<file path="config.mk">
export PLATFORM = sky130hd
export DESIGN_NAME = mult_arb
export DESIGN_NICKNAME = d
export VERILOG_FILES = /design/src/rtl/mult_arb_pkg.sv /design/src/rtl/rr_arb2.sv /design/src/rtl/mult_arb.sv
export SDC_FILE = /design/constraint.sdc
export NUM_CORES = 1
export LEC_CHECK = 0
export BUFFER_PORTS_ARGS = -buffer_cell sky130_fd_sc_hd__buf_4
export CAP_MARGIN = 20
export CORE_MARGIN = 2
export CORE_UTILIZATION = 47
export CTS_CLUSTER_SIZE = 40
export DETAILED_ROUTE_END_ITERATION = 12
export PLACE_DENSITY = 0.88
export SKIP_CTS_REPAIR_TIMING = 1
export SYNTH_ARGS = -nofsm -noshare
export SYNTH_HDL_FRONTEND = slang
export SYNTH_SLANG_ARGS = --single-unit
export TNS_END_PERCENT = 100
</file>
<file path="constraint.sdc">
create_clock -name clk -period 2.06 [get_ports clk]
set_input_delay 0.309 -clock clk [delete_from_list [all_inputs] [get_ports clk]]
set_output_delay 0.309 -clock clk [all_outputs]
set_load 0.05 [all_outputs]
</file>
<file path="src/rtl/mult_arb_pkg.sv">
// rtl/mult_arb_pkg.sv - shared state encodings and partial-product shift codes for mult_arb
package mult_arb_pkg;

  typedef enum logic [2:0] {
    IDLE = 3'd0,
    P0   = 3'd1,
    P1   = 3'd2,
    P2   = 3'd3,
    P3   = 3'd4,
    DONE = 3'd5
  } state_t;

  localparam logic [1:0] SHIFT_0 = 2'b00;
  localparam logic [1:0] SHIFT_4 = 2'b01;
  localparam logic [1:0] SHIFT_8 = 2'b10;

endpackage

</file>
<file path="src/rtl/rr_arb2.sv">
// rtl/rr_arb2.sv - two-way round-robin picker; on contention the requester not granted last wins
module rr_arb2 (
  input  logic [1:0] req,
  input  logic       last,
  output logic       valid,
  output logic       id
);

  always_comb begin
    valid = |req;
    case (req)
      2'b01:   id = 1'b0;
      2'b10:   id = 1'b1;
      2'b11:   id = ~last;
      default: id = 1'b0;
    endcase
  end

endmodule

</file>
<file path="src/rtl/mult_arb.sv">
// rtl/mult_arb.sv - arbitrates two 8x8 multiply requests onto a shared 4x4 datapath
// and sequences its four nibble partial products.
module mult_arb
  import mult_arb_pkg::*;
(
  input  logic       clk,
  input  logic       rst,
  input  logic       req0,
  input  logic       req1,
  input  logic [7:0] a0,
  input  logic [7:0] b0,
  input  logic [7:0] a1,
  input  logic [7:0] b1,
  output logic       gnt0,
  output logic       gnt1,
  output logic [7:0] dp_a,
  output logic [7:0] dp_b,
  output logic       input_sela,
  output logic       input_selb,
  output logic [1:0] shift_sel,
  output logic       acc_clr,
  output logic       acc_en,
  output logic       done,
  output logic       done_id,
  output logic       busy
);

  state_t state, state_nx;
  logic   last_q;
  logic   owner_q;
  logic   arb_valid;
  logic   arb_id;
  logic   take;

  rr_arb2 u_rr_arb2 (
    .req   ({req1, req0}),
    .last  (last_q),
    .valid (arb_valid),
    .id    (arb_id)
  );

  // Requests are only looked at between operations.
  assign take = arb_valid && ((state == IDLE) || (state == DONE));

  always_ff @(posedge clk or negedge rst) begin
    if (!rst) begin
      state   <= IDLE;
      last_q  <= 1'b1;
      owner_q <= 1'b0;
      dp_a    <= 8'h00;
      dp_b    <= 8'h00;
    end else begin
      state <= state_nx;
      if (take) begin
        last_q  <= arb_id;
        owner_q <= arb_id;
        dp_a    <= arb_id ? a1 : a0;
        dp_b    <= arb_id ? b1 : b0;
      end
    end
  end

  // Outputs decode from registered state only, so req* never reaches an output combinationally.
  always_comb begin
    state_nx   = state;
    gnt0       = 1'b0;
    gnt1       = 1'b0;
    input_sela = 1'b0;
    input_selb = 1'b0;
    shift_sel  = SHIFT_0;
    acc_clr    = 1'b0;
    acc_en     = 1'b0;
    done       = 1'b0;
    done_id    = 1'b0;
    busy       = 1'b1;
    case (state)
      IDLE: begin
        busy = 1'b0;
        if (take) state_nx = P0;
      end
      P0: begin
        gnt0     = ~owner_q;
        gnt1     = owner_q;
        acc_en   = 1'b1;
        acc_clr  = 1'b1;
        state_nx = P1;
      end
      P1: begin
        input_selb = 1'b1;
        shift_sel  = SHIFT_4;
        acc_en     = 1'b1;
        state_nx   = P2;
      end
      P2: begin
        input_sela = 1'b1;
        shift_sel  = SHIFT_4;
        acc_en     = 1'b1;
        state_nx   = P3;
      end
      P3: begin
        input_sela = 1'b1;
        input_selb = 1'b1;
        shift_sel  = SHIFT_8;
        acc_en     = 1'b1;
        state_nx   = DONE;
      end
      DONE: begin
        done     = 1'b1;
        done_id  = owner_q;
        state_nx = take ? P0 : IDLE;
      end
      default: begin
        busy     = 1'b0;
        state_nx = IDLE;
      end
    endcase
  end

endmodule

</file>
==> metrics.md, run 1 <==
| Metric | Value |
|---|---|
| Sequential power share | `24.2%` |
| CP Launch Type | `flop` |
| R2r endpoint | `dp_a[4]` |
| Syn_area_per_cell | `12.23 um^2` |
| Clock Skews | `0.005646 ns` |
| Worst min-delay path class | `in -> reg` |
| Crit path depth | `4` |
| Final period utilization | `94.83%` |
| Final hold vios | `0` |
| Nets | `195` |
| Vias per inst | `5.574` |
| Num rows | `18` |
| Max VDD drop | `1.595 mV` |
| DRT antenna net count | `0` |
| Worst path cell trace | `or2b_4, mux2i_2, or2_1, buf_4` |
| First-pass GRT wire length | `4.395 mm` |
| Initial core utilization | `48.70%` |
| Pleak | `0.7500 nW` |
| CTS sink count | `21` |
| Critical path type | `reg -> out` |
| Critical Path AT | `1.64 ns` |
| Commonest non-fill, non-tap cell in the layout | `buf_4` |
| Die X | `53.97 um` |
| Final HPWL from detailed placement | `2.258 mm` |
| Fmax | `511.9 MHz` |
| Layout Utilization | `70.61%` |
| Synth Flop Type | `dfrtp_1` |
| Pwr dens | `2000 nW/um^2` |
| Seq cells post-synth | `21` |
| PortBufs | `62` |
| Worst-path fanout max | `10` |
| CP delay by family, top | `flip-flops` |
| Syn_nets | `132` |
| Clk pin slew, worst setup/hold paths | `0.12 ns` |
| Worst Path Buf+Inv | `1` |
| CTS tree | `yes` |
| Clock Path Buffers | `2` |
| Final hold slack | `0.3146 ns` |
| Combinational Power Share | `70.1%` |
| Yosys cell types | `32` |
| Largest cells by area after synthesis | `dfrtp_1 (43%), a2bb2oi_2 (13%), o32ai_1 (12%)` |
| Crit. Startpoint | `state[2]` |
| Initial DRC count | `7` |
| Area leader, netlist | `dfrtp_1` |
| Number of global-route vias before repair | `1010` |
| GRT Total Usage | `21.60%` |
| Register area share after synthesis | `44.88%` |
| Root buf cell | `clkbuf_4` |
| GP Congestion | `0.7430` |
| EDFF count, synth | `0` |
| Relative slew slack | `59.93%` |
| Avg WL per Cell | `15.74 um` |
| Via count | `1048` |
| Unrepaired setup endpoints after global routing | `no` |
| Die height | `53.97 um` |
| CP Data Required Time | `1.75 ns` |
| Flop2flop setup slack | `0.44 ns` |
| CP peak stage delay | `0.52 ns` |
| Gr ovfl total | `0` |
| DRC | `0` |
| Sw Share | `53.49%` |
| Netlist Area Pre-Place | `1174 um^2` |
| Pre-antenna DRT Iters | `3` |
| Total Neg Setup Slack | `0 ns` |
| CP Capture Type | `output port` |
| Worst-margin pin slew | `0.5998 ns` |
| Final setup vio count | `0` |
| Antenna violations before repair | `0` |
| Critical path's slowest cell | `dfrtp_2` |
| I/O pin count | `63` |
| Commonest non-fill, non-tap cells in the layout | `buf_4 (66), dfrtp_1 (18), o32ai_1 (16)` |
| Net load switching power | `1.820 mW` |
| Layout cells sized above 1 | `58.23%` |
| Core ar. | `2410 um^2` |
| Origin of the critical flop-to-flop path | `state[2]` |
| Antenna diodes | `0` |
| Reg2reg path depth | `4` |
| Power share of the clock group | `5.7%` |
| Die ar. | `2913 um^2` |
| Status | `finished clean` |
| Power, Total | `3.403 mW` |
| Final wirelength | `2.959 mm` |
| Tmin final | `1.954 ns` |
| Top-area cell type share of the netlist area | `42.64%` |
| P_int | `1.583 mW` |
| Worst Setup EP | `acc_en` |
| Skew-Pair Late Insertion Delay | `0.30 ns` |
| Largest net degree at the start of global routing | `22` |
| Final Max Slew Viols | `0` |
| Async set or reset register ratio after synthesis | `100.0%` |
| Synth Instances | `96` |
| Num CTS Buffers | `3` |
| Ys Warns | `0` |
| H-tree Lvls | `1` |
| Synth-to-Final Area Change | `44.99%` |
| Number of max-cap violations | `0` |
[worst min-delay path: stages]
cell,delay [ns]
buf_4,0.08
o32ai_1,0.06
a2bb2oi_1,0.14
[synthesized netlist by cell type, drive strengths merged, types with 2 or more instances]
master / n
a21oi: 2
buf: 6
and2: 2
dfrtp: 20
inv: 3
nor3: 4
mux2i: 2
a2bb2oi: 17
nor2: 7
o32ai: 16
clkbuf: 3
[metrics by stage]
stage / instances / setup WS [ns] / cell area [um^2]
finish: 188 / 0.1065 / 1702
global route: 188 / 0.03257 / 1702
CTS: 186 / -0.03849 / 1678
detailed placement: 182 / 0.2091 / 1650
global placement: 182 / 0.3681 / 1650
floorplan: 96 / -0.08932 / 1191
[flip-flops by register name, summed over array words and instances (netlist names)]
register  flops
last_q        1
dp_a          8
dp_b          8
state         3
owner_q       1
[routing by layer]
metal  GRT usage (%)  wire, um  vias up
met5               0         0        -
met4           12.08        85        0
met3           3.056       177        8
met2           39.23      1540       37
met1           23.94      1155      501
li1                -         -      502
[worst min-delay path by stage]
stage	depth (start not counted)	slack, ns	start	endpoint
3_5_place_dp	1	0.20	rst	dp_a[7]
2_1_floorplan	0	0.01	rst	dp_a[0]
5_1_grt	3	0.30	a1[7]	dp_a[7]
4_1_cts	1	-0.14	rst	dp_a[7]
6_report	3	0.31	b1[4]	dp_b[4]
3_3_place_gp	1	0.21	rst	dp_a[7]
[power groups by stage]
stage	registers [mW]	logic, mW	clock network, mW
after detailed placement	0.829	2.38	0
after global placement	0.813	2.33	0
final	0.824	2.39	0.194
after floorplan	1.25	1.38	0
after global routing	0.853	2.51	0.218
after CTS	0.819	2.38	0.202
[area by class of cell]
type                       count  area (um^2)
sequential                    21        529.3
timing repair buffer          67        505.5
inverter                       3        11.26
clock inverter                 1        5.005
tap                           30        37.54
clock buffer                   3        22.52
fill                         180        708.2
multi-input combinational     63        590.6
[cell families (layout without fill, tap and decap cells)]
| logic type | count (synthesis) | after routing | share of synthesized area, % |
|---|---|---|---|
| buffers and inverters | 12 | 74 | 6.609 |
| XOR/XNOR | 2 | 2 | 3.092 |
| flip-flops | 21 | 21 | 44.88 |
| multiplexers | 2 | 2 | 1.706 |
| AO/OA/AOI/OAI | 39 | 39 | 33.80 |
| AND/OR/NAND/NOR | 20 | 20 | 9.916 |
No activity file was read; power rests on OpenSTA's default activity.
==> inputs of run 2 (changes only) <==
- CORE_UTILIZATION: 47 -> 42
- PLACE_DENSITY: 0.88 -> 0.81
==> metrics.md, run 2 (synthesis gave the netlist of run 1 again) <==
| Metric | Value |
|---|---|
| Clock Path Buffers | `2 (unchanged)` |
| DRT antenna net count | `0 (unchanged)` |
| CP delay by family, top | `flip-flops` |
| First-pass GRT wire length | `4.795 mm (+9.1%)` |
| Antenna diodes | `0 (unchanged)` |
| Critical path type | `reg -> out` |
| Final period utilization | `93.84% (-0.99 points)` |
| Final HPWL from detailed placement | `2.246 mm (-0.56%)` |
| Commonest non-fill, non-tap cell in the layout | `buf_4` |
| PortBufs | `62 (unchanged)` |
| Final wirelength | `2.968 mm (+0.30%)` |
| Antenna violations before repair | `0 (unchanged)` |
| CTS sink count | `21 (unchanged)` |
| DRC | `0 (unchanged)` |
| Filler cells | `239 (+33%)` |
| Number of global-route vias before repair | `1046 (+3.6%)` |
| Max VDD drop | `1.724 mV (+8.1%)` |
| Sequential cell area | `528.0 um^2 (-0.24%)` |
| Die ar. | `3233 um^2 (+11%)` |
| Power, Total | `3.420 mW (+0.49%)` |
| Pre-antenna DRT Iters | `2 (-1)` |
| Worst-path fanout max | `8 (-2)` |
| CTS tree | `yes` |
| Final worst slack | `0.1269 ns (+0.02045 ns)` |
| Fmax | `517.3 MHz (+1.1%)` |
| Final setup vio count | `0 (unchanged)` |
| GP Congestion | `0.7021 (-5.5%)` |
| Pwr dens | `1998 nW/um^2 (-0.10%)` |
| Synth-to-Final Area Change | `45.84%` |
| CP Launch Type | `flop` |
| GRT Total Usage | `18.56% (-3.0 points)` |
| Status | `finished clean` |
| Post-placement cell area | `1667 um^2 (+0.99%)` |
| CP Data Required Time | `1.75 ns (about the same)` |
| Worst Path Buf+Inv | `1 (unchanged)` |
| Worst min-delay path class | `in -> reg` |
| Final hold slack | `0.3199 ns (+0.005300 ns)` |
| Initial DRC count | `17 (+10)` |
| Critical Path AT | `1.62 ns (-0.02 ns)` |
| Worst-margin pin slew | `1.065 ns (+0.4656 ns)` |
| Gr ovfl total | `0 (unchanged)` |
| Multi-input gate area | `586.8 um^2 (-0.64%)` |
| Largest net degree at the start of global routing | `22 (unchanged)` |
| Design Area, Final | `1712 um^2 (+0.59%)` |
| CP Capture Type | `output port` |
| Number of max-cap violations | `0 (unchanged)` |
| Top Registers | `dp_a (8), dp_b (8), state (3)` |
| Commonest non-fill, non-tap cells in the layout | `buf_4 (68), dfrtp_1 (19), o32ai_1 (16)` |
| Relative slew slack | `28.83% (-31 points)` |
| Die height | `56.86 um (+5.4%)` |
| Final hold vios | `0 (unchanged)` |
| Pleak | `0.7570 nW (+0.93%)` |
| Initial core utilization | `43.31% (-5.4 points)` |
| Layout Utilization | `63.16% (-7.5 points)` |
| Clk pin slew, worst setup/hold paths | `0.12 ns (about the same)` |
| Root buf cell | `clkbuf_4` |
| Vias per inst | `5.660 (+1.5%)` |
| Num CTS Buffers | `3 (unchanged)` |
| Worst path cell trace | `or2b_1, mux2i_2, or2_1, buf_4` |
| Critical path's slowest cell | `dfrtp_1` |
| CP peak stage delay | `0.49 ns (-0.03 ns)` |
| Dpl ws | `0.2871 ns (+0.07800 ns)` |
| Layout cells sized above 1 | `56.88% (-1.4 points)` |
| Num rows | `19 (+1)` |
| Avg WL per Cell | `15.54 um (-1.3%)` |
| Skew-Pair Late Insertion Delay | `0.29 ns (about the same)` |
| Die X | `56.86 um (+5.4%)` |
| Nets | `197 (+1.0%)` |
| Core ar. | `2710 um^2 (+12%)` |
| I/O pin count | `63 (unchanged)` |
| Via count | `1081 (+3.1%)` |
| Unrepaired setup endpoints after global routing | `no` |
| H-tree Lvls | `1 (unchanged)` |
| Tmin final | `1.933 ns (-0.02045 ns)` |
| Final Max Slew Viols | `0 (unchanged)` |
| Flop2flop setup slack | `0.37 ns (-0.07 ns)` |
| Clock Skews | `0.002467 ns (-0.003179 ns)` |
## run 2: worst paths after layout
| path | depth (start not counted) | endpoint | startpoint |
|---|---|---|---|
| min in group asynchronous | 2 | dp_a[5] | rst |
| setup / recovery | 4 | acc_en | state[1] |
| max in group asynchronous | 2 | last_q | rst |
| hold reg to reg | 1 | dp_a[5] | dp_a[5] |
| hold / removal | 3 | dp_a[2] | a1[2] |
| setup reg to reg | 3 | dp_a[1] | last_q |
## run 2: layer usage
metal | part of all wire [%] | vias up | track usage, % | wire, um
met5 | 0 | - | 0 | 0
li1 | - | 508 | - | -
met3 | 6.8 | 6 | 3.226 | 201
met4 | 1.2 | 0 | 4.983 | 37
met1 | 39 | 529 | 22.61 | 1148
met2 | 53 | 38 | 33.55 | 1580
## run 2: area by class of cell
class	instances	area share, %
well taps	31	2.266
flip-flops and latches	21	30.85
clock buffers	4	1.535
repair buffers	69	30.41
inverters	3	0.6579
multi-input cells	63	34.28
## run 2: through the flow
step / TNS [ns] / std cells
2_1_floorplan: -0.1543 / 96
3_3_place_gp: 0 / 185
3_5_place_dp: 0 / 185
4_1_cts: 0 / 189
5_1_grt: 0 / 191
6_report: 0 / 191
## run 2: where the power goes
part | internal (mW) | switching (mW)
Sequential | 0.621 | 0.194
Combinational | 0.910 | 1.50
Clock | 0.0753 | 0.121
Total | 1.61 | 1.81
## run 2: worst register-to-register path, cell delays in order (launching register included)
cell and delay [ns]:
dfstp_2 0.40, nor2b_1 0.81, o32ai_1 0.20, a2bb2oi_1 0.20
